**src/rtl/code_sender.sv**
```systemverilog
// code_sender: serial MSB-first code transmitter with repetition count,
// inter-repetition idle gap and a one-cycle completion pulse.
module code_sender #(
    parameter int CODE_W     = 4,
    parameter int GAP_CYCLES = 2,
    parameter int REP_W      = 4
) (
    input  logic              clk,
    input  logic              rst,
    input  logic              start,
    input  logic [CODE_W-1:0] code,
    input  logic [REP_W-1:0]  reps,
    input  logic              abort,
    output logic              ready,
    output logic              busy,
    output logic              out,
    output logic              out_valid,
    output logic              done
);
    localparam int BW = $clog2(CODE_W);
    localparam int GW = GAP_CYCLES > 0 ? $clog2(GAP_CYCLES + 1) : 1;

    typedef enum logic [1:0] {IDLE, SEND, GAP, DONE} state_t;

    state_t            state, state_d;
    logic [CODE_W-1:0] sh, code_q;
    logic [BW-1:0]     bit_cnt;
    logic [REP_W-1:0]  rep_cnt;
    logic [GW-1:0]     gap_cnt;
    logic              last_bit, more;

    assign last_bit = bit_cnt == '0;
    assign more     = rep_cnt > REP_W'(1);

    always_comb begin
        state_d   = state;
        ready     = state == IDLE;
        busy      = state != IDLE;
        out_valid = state == SEND;
        out       = state == SEND && sh[CODE_W-1];
        done      = state == DONE;
        case (state)
            IDLE: if (start && !abort) state_d = reps != '0 ? SEND : DONE;
            SEND: if (abort) state_d = IDLE;
                  else if (last_bit) state_d = !more ? DONE : GAP_CYCLES > 0 ? GAP : SEND;
            GAP:  if (abort) state_d = IDLE;
                  else if (gap_cnt == '0) state_d = SEND;
            default: state_d = IDLE;
        endcase
    end

    // Datapath follows the current state; abort simply abandons it, the next start reloads everything.
    always_ff @(posedge clk or negedge rst) begin
        if (!rst) begin
            state   <= IDLE;
            sh      <= '0;
            code_q  <= '0;
            bit_cnt <= '0;
            rep_cnt <= '0;
            gap_cnt <= '0;
        end else begin
            state <= state_d;
            case (state)
                IDLE: if (start && !abort) begin
                    code_q  <= code;
                    sh      <= code;
                    bit_cnt <= BW'(CODE_W - 1);
                    rep_cnt <= reps;
                end
                SEND: begin
                    sh      <= last_bit && GAP_CYCLES == 0 ? code_q : sh << 1;
                    bit_cnt <= last_bit ? BW'(CODE_W - 1) : bit_cnt - BW'(1);
                    if (last_bit) begin
                        rep_cnt <= rep_cnt == '0 ? '0 : rep_cnt - REP_W'(1);
                        gap_cnt <= GW'(GAP_CYCLES > 0 ? GAP_CYCLES - 1 : 0);
                    end
                end
                GAP: begin
                    gap_cnt <= gap_cnt - GW'(1);
                    if (gap_cnt == '0) sh <= code_q;
                end
                default: ;
            endcase
        end
    end
endmodule

```
**config.mk**
```make
export PLATFORM = sky130hd
export DESIGN_NAME = code_sender
export DESIGN_NICKNAME = d
export VERILOG_FILES = /design/src/rtl/code_sender.sv
export SDC_FILE = /design/constraint.sdc
export NUM_CORES = 1
export LEC_CHECK = 0
export CAP_MARGIN = 20
export CORE_MARGIN = 3
export CORE_UTILIZATION = 40
export DETAILED_ROUTE_END_ITERATION = 7
export PLACE_DENSITY_LB_ADDON = 0.25
export REMOVE_ABC_BUFFERS = 1
export SETUP_SLACK_MARGIN = 0.1
export SLEW_MARGIN = 20
export SYNTH_ARGS = -nofsm -noshare
export SYNTH_HDL_FRONTEND = slang
export SYNTH_SLANG_ARGS = --single-unit
export TNS_END_PERCENT = 1
```
**constraint.sdc**
```tcl
create_clock -name clk -period 2.09 [get_ports clk]
set_input_delay 0.418 -clock clk [delete_from_list [all_inputs] [get_ports clk]]
set_output_delay 0.418 -clock clk [all_outputs]
set_load 0.01 [all_outputs]
```
==> impl_metrics.toml, run 1 <==
[floorplanning]
rows = 18
die_area_um2 = 3450
die_x_um = 58.74
core_um2 = 2567
start_util_pct = 43.32
die_y_um = 58.74
ioPinCount = 17

[yosys]
synthArstFlopShare_pct = 100.0
yosysUniqueCellTypes = 39
yosysTopAreaCellShare_pct = 40.49
synthTopCellsByArea = "dfrtp_1, mux2_2, ha_1"
yosysWarnings = 0
ys.flop_type = "dfrtp_1"
ys_ff_latch = 18
syn_inst = 109
syn_area_um2 = 1112
synth_edf_count = 0
syn-mean-instance-area_um2 = 10.20
yosysSeqAreaShare_pct = 40.49
netlist.top_cell.by_area = "dfrtp_1"

[sta]
hold_viol = 0
clock.fmax_ghz = 0.5223
slew_viol_final = 0
post-route-min-period_ns = 1.915
relSlewSlack_pct = 71.62
fin_skew_ns = 0.001989
fin_crit_sh_pct = 91.61
worst_slew_pin_slew_ns = 0.4257
setup_violations = 0
rsz0062_at_grt = "true"
setup-tns-final_ns = 0

[global_routing]
antenna_found_initial = 0
grt_max_degree = 19
grt_overflow_total = 0
globalRouteTotalUtil_pct = 14.23
grt_pass1_vias = 852
grt_pass1_wl_um = 3719

[placed_design]
dp.cells = 155
place.detailed.hpwl_um = 1655
io_buffers = 16
place_congestion = 0.7408

[cells_and_area]
antennaDiodeCount = 0
nNetsFinal = 148
syn_to_final_growth_pct = 22.27
n_fill_cell = 240
layout-drive-gt1-share_pct = 22.48
final_cells = 159

[worst_setup_path]
start_kind = "register"
crit_fanout = 4
cp_data_required_time_ns = 1.67
reg2reg_from = "state[0]$_DFFE_PN0P_"
worstSetupEndpointType = "primary output"
path_class = "reg2out"
critical_path.startpoint = "state[0]$_DFFE_PN0P_"
worstPathArrival_ns = 1.50

[clock_tree]
cts_tree = "done"
post_cts_buffers = 0
cts-root-buf = "clkbuf_4"
clock_path_buffers = 2
clock_latency_ns = 0.29
cts_buffers = 3
h-tree-depth = 1
clock_sinks = 18
clk_pin_slew_ns = 0.10
hold_buffers = 0
cts.repair.resized = 8

[routing]
route.detailed.drc = 0
viasPerCell = 5.264
first_iter_violations = 17
wl_per_cell_um = 13.49
firstDrtPassIters = 4
totalWireLength_um = 2145
ant_nets = 0
vias = 837

[run_status]
status = "finished, final reports clean"

[power]
power.leakage_uw = 0.0006004
power_uw = 1964
power_density_nw_per_um2 = 1444
vdd_drop_max_uv = 658.9

[run]
cap_viol_max_count = 0

[worst_hold_path]
hold_class = "in2async"
[report_power, final]
group	internal [uW]	switching (uW)	leakage [uW]
clock	106	104	0.0000210
sequential	512	126	0.000214
combinational	559	557	0.000366
[synth_stat cells, types with 3 or more instances]
library cell	instances
ha_1	6
mux2_2	7
nor2_1	11
dfrtp_1	18
o21ai_0	3
a22oi_1	4
a21oi_1	6
nand2_1	6
inv_1	10
[cells by family after synthesis]
family          share of synthesized area (%)
compound gates                          22.72
fa+ha+maj                               6.749
buf+inv                                 6.861
flops                                   40.49
mux                                     10.35
simple gates                            12.82
[state kept, by name, indices dropped and copies added, names as in the netlist]
name,cells
code_q,4
state,2
sh,4
gap_cnt,2
rep_cnt,4
bit_cnt,2
[worst max-delay path, stage by stage (launching register included)]
cell	delay, ns
dfrtp_2	0.42
ha_1	0.23
clkdlybuf4s50_1	0.56
[per-layer routing]
| layer | global-route usage [%] | routed length (um) | up-vias |
|---|---|---|---|
| li1 | - | - | 429 |
| met1 | 17.26 | 1009 | 391 |
| met2 | 23.97 | 999 | 15 |
| met3 | 3.509 | 110 | 2 |
| met4 | 5.825 | 25 | 0 |
| met5 | 0 | 0 | - |
[placed cells by master, fill, tap and decap left out, types with 2 or more instances in the layout]
cell type / count
inv_2: 2
ha_1: 4
nor3_1: 2
dlygate4sd2_1: 3
a211oi_1: 2
o21ai_0: 3
nand2b_1: 2
nor2_1: 11
a21oi_2: 2
buf_4: 5
clkdlybuf4s50_1: 12
a221o_1: 2
mux2_2: 7
inv_1: 8
nand2_1: 6
dfrtp_1: 17
o31ai_1: 2
a22oi_1: 4
a31oi_1: 2
clkbuf_4: 3
a21oi_1: 6
[worst paths after layout]
kind / to / slack (ns) / cells after the start
max in group asynchronous: state[0]$_DFFE_PN0P_ / 1.43 / 2
min: bit_cnt[0]$_DFFE_PN0P_ / 0.45 / 2
min reg2reg: gap_cnt[0]$_DFFE_PN0P_ / 0.49 / 1
max reg2reg: state[0]$_DFFE_PN0P_ / 0.24 / 6
min in group clk: gap_cnt[0]$_DFFE_PN0P_ / 0.49 / 1
max: done / 0.18 / 2
[metrics by stage]
stage,hold WS [ns],utilization (%),worst slack [ns],cell area [um^2]
5_1_grt,0.4477,52.97,0.09504,1360
6_report,0.4471,52.97,0.1754,1360
3_5_place_dp,0.4782,50.97,0.1551,1309
4_1_cts,0.4486,52.83,0.1084,1356
3_3_place_gp,0.4641,50.97,0.1947,1309
2_1_floorplan,0.1224,-,0.1311,1074
[final cells by class]
| type | count | area (um^2) | share of cell area, % |
|---|---|---|---|
| Inverter | 10 | 37.54 | 2.760 |
| Multi-Input combinational cell | 76 | 600.6 | 44.16 |
| Tap cell | 30 | 37.54 | 2.760 |
| Timing Repair Buffer | 21 | 196.4 | 14.44 |
| Clock buffer | 4 | 36.28 | 2.668 |
| Sequential cell | 18 | 451.7 | 33.21 |
Power figures use the tool's default switching activity.
==> run 2, diff against run 1 <==
==> constraint.sdc (replaced) <==
create_clock -name clk -period 2.4 [get_ports clk]
set_input_delay 0.48 -clock clk [delete_from_list [all_inputs] [get_ports clk]]
set_output_delay 0.48 -clock clk [all_outputs]
set_load 0.01 [all_outputs]
==> impl_metrics.toml, run 2 (synthesis gave the netlist of run 1 again) <==
[clock_tree]
clock_path_buffers = 2
clk_pin_slew_ns = 0.12
cts_tree = "done"
h-tree-depth = 1
clock_latency_ns = 0.30
cts-root-buf = "clkbuf_4"
hold_buffers = 0
post_cts_buffers = 0
cts_buffers = 3
clock_sinks = 18

[routing]
vias = 870
wl_per_cell_um = 13.89
ant_nets = 0
viasPerCell = 5.541
firstDrtPassIters = 4
route.detailed.drc = 0
totalWireLength_um = 2180
first_iter_violations = 39

[power]
vdd_drop_max_uv = 714.3
power.leakage_uw = 0.0005725
power_density_nw_per_um2 = 1287
power_uw = 1715

[cells_and_area]
syn_to_final_growth_pct = 19.80
antennaDiodeCount = 0
layout_common_cells = "dfrtp_1, clkdlybuf4s50_1, nor2_1, inv_1, mux2_2"
final_cells = 157
reg.largest.list = "code_q: 4 flops, rep_cnt: 4 flops, sh: 4 flops"
utilization_pct = 51.90
nNetsFinal = 146
layout-drive-gt1-share_pct = 18.90
layout_commonest_cell = "dfrtp_1"

[sta]
finalWorstSetupSlack_ns = 0.1362
setup-tns-final_ns = 0
clock.fmax_ghz = 0.4417
post-route-min-period_ns = 2.264
worst_slew_pin_slew_ns = 0.4519
rsz0062_at_grt = "true"
slew_viol_final = 0
relSlewSlack_pct = 69.87
fin_skew_ns = 0.01077
fin_crit_sh_pct = 94.32
setup_violations = 0
hold_viol = 0

[worst_setup_path]
cp_slowest_cell = "clkdlybuf4s50_1"
path_cells = "inv_1 -> ha_1 -> inv_2 -> clkdlybuf4s50_1"
worst_r2r_endpoint = "rep_cnt[1]$_DFFE_PN0P_"
worstPathArrival_ns = 1.78
slowest_delay_ns = 0.54
r2r_cells = 7
worstSetupEndpointType = "primary output"
cp_data_required_time_ns = 1.92
path_class = "reg2out"
critical_path.startpoint = "state[0]$_DFFE_PN0P_"
reg2reg_from = "state[1]$_DFFE_PN0P_"
rrSetupSlack_ns = 0.47
start_kind = "register"
crit_fanout = 8

[placed_design]
preCtsSetupSlack_ns = 0.3672
dp.cells = 153
io_buffers = 16
place.detailed.hpwl_um = 1613
place_congestion = 0.7425

[global_routing]
grtUsageMet3_pct = 4.386
antenna_found_initial = 0
use_met2_pct = 21.92
grt-busiest-layer = "met2"
grt_use_met1_pct = 20.44
grt_pass1_wl_um = 3898
grt_max_degree = 19
grt_overflow_total = 0
globalRouteTotalUtil_pct = 14.47
grt_pass1_vias = 848

[floorplanning]
core_um2 = 2567
rows = 18
die_area_um2 = 3450
die_x_um = 58.74
ioPinCount = 17
start_util_pct = 43.32
die_y_um = 58.74

[worst_hold_path]
hold_class = "in2async"

[run_status]
status = "finished, final reports clean"

[run]
cap_viol_max_count = 0
run 2: worst max-delay path: cells and delay by family (launching register included):
family | cells | cell delay [ns]
flops | 1 | 0.42
buf+inv | 3 | 0.76
fa+ha+maj | 1 | 0.30
run 2: area by class of cell:
cell class                      count  area, um^2
Clock buffer                        4       36.28
Fill cell                         247        1235
Inverter                           10       37.54
Multi-Input combinational cell     76       588.1
Sequential cell                    18       450.4
Tap cell                           30       37.54
Timing Repair Buffer               19       182.7
run 2: report_power, final:
group / switching (uW) / internal [uW] / total, uW
Combinational: 489 / 483 / 972
Sequential: 104 / 444 / 548
Clock: 103 / 92.4 / 195
Total: 695 / 1020 / 1710
run 2: worst max-delay path by stage:
stage,endpoint,slack [ns],depth (start not counted)
6_report,busy,0.14,4
5_1_grt,out,0.02,4
4_1_cts,busy,0.06,4
3_5_place_dp,sh[2]$_DFFE_PN0P_,0.37,5
3_3_place_gp,rep_cnt[1]$_DFFE_PN0P_,0.39,7
2_1_floorplan,rep_cnt[1]$_DFFE_PN0P_,0.44,6
run 2: per-layer routing:
metal,vias up,wire length [um]
li1,431,-
met1,418,1049
met2,19,982
met3,2,132
met4,0,15
met5,-,0
run 2: repair_timing:
item / in CTS / in global routing
endpoints found under the setup margin: 2 / 3
cloned: 0 / 0
gates resized for setup: 1 / 1
run 2: through the flow:
stage / hold WS (ns) / cell area [um^2]
6_report: 0.4856 / 1333
5_1_grt: 0.4964 / 1333
4_1_cts: 0.4914 / 1333
3_5_place_dp: 0.4745 / 1294
3_3_place_gp: 0.4629 / 1294
2_1_floorplan: 0.1844 / 1074
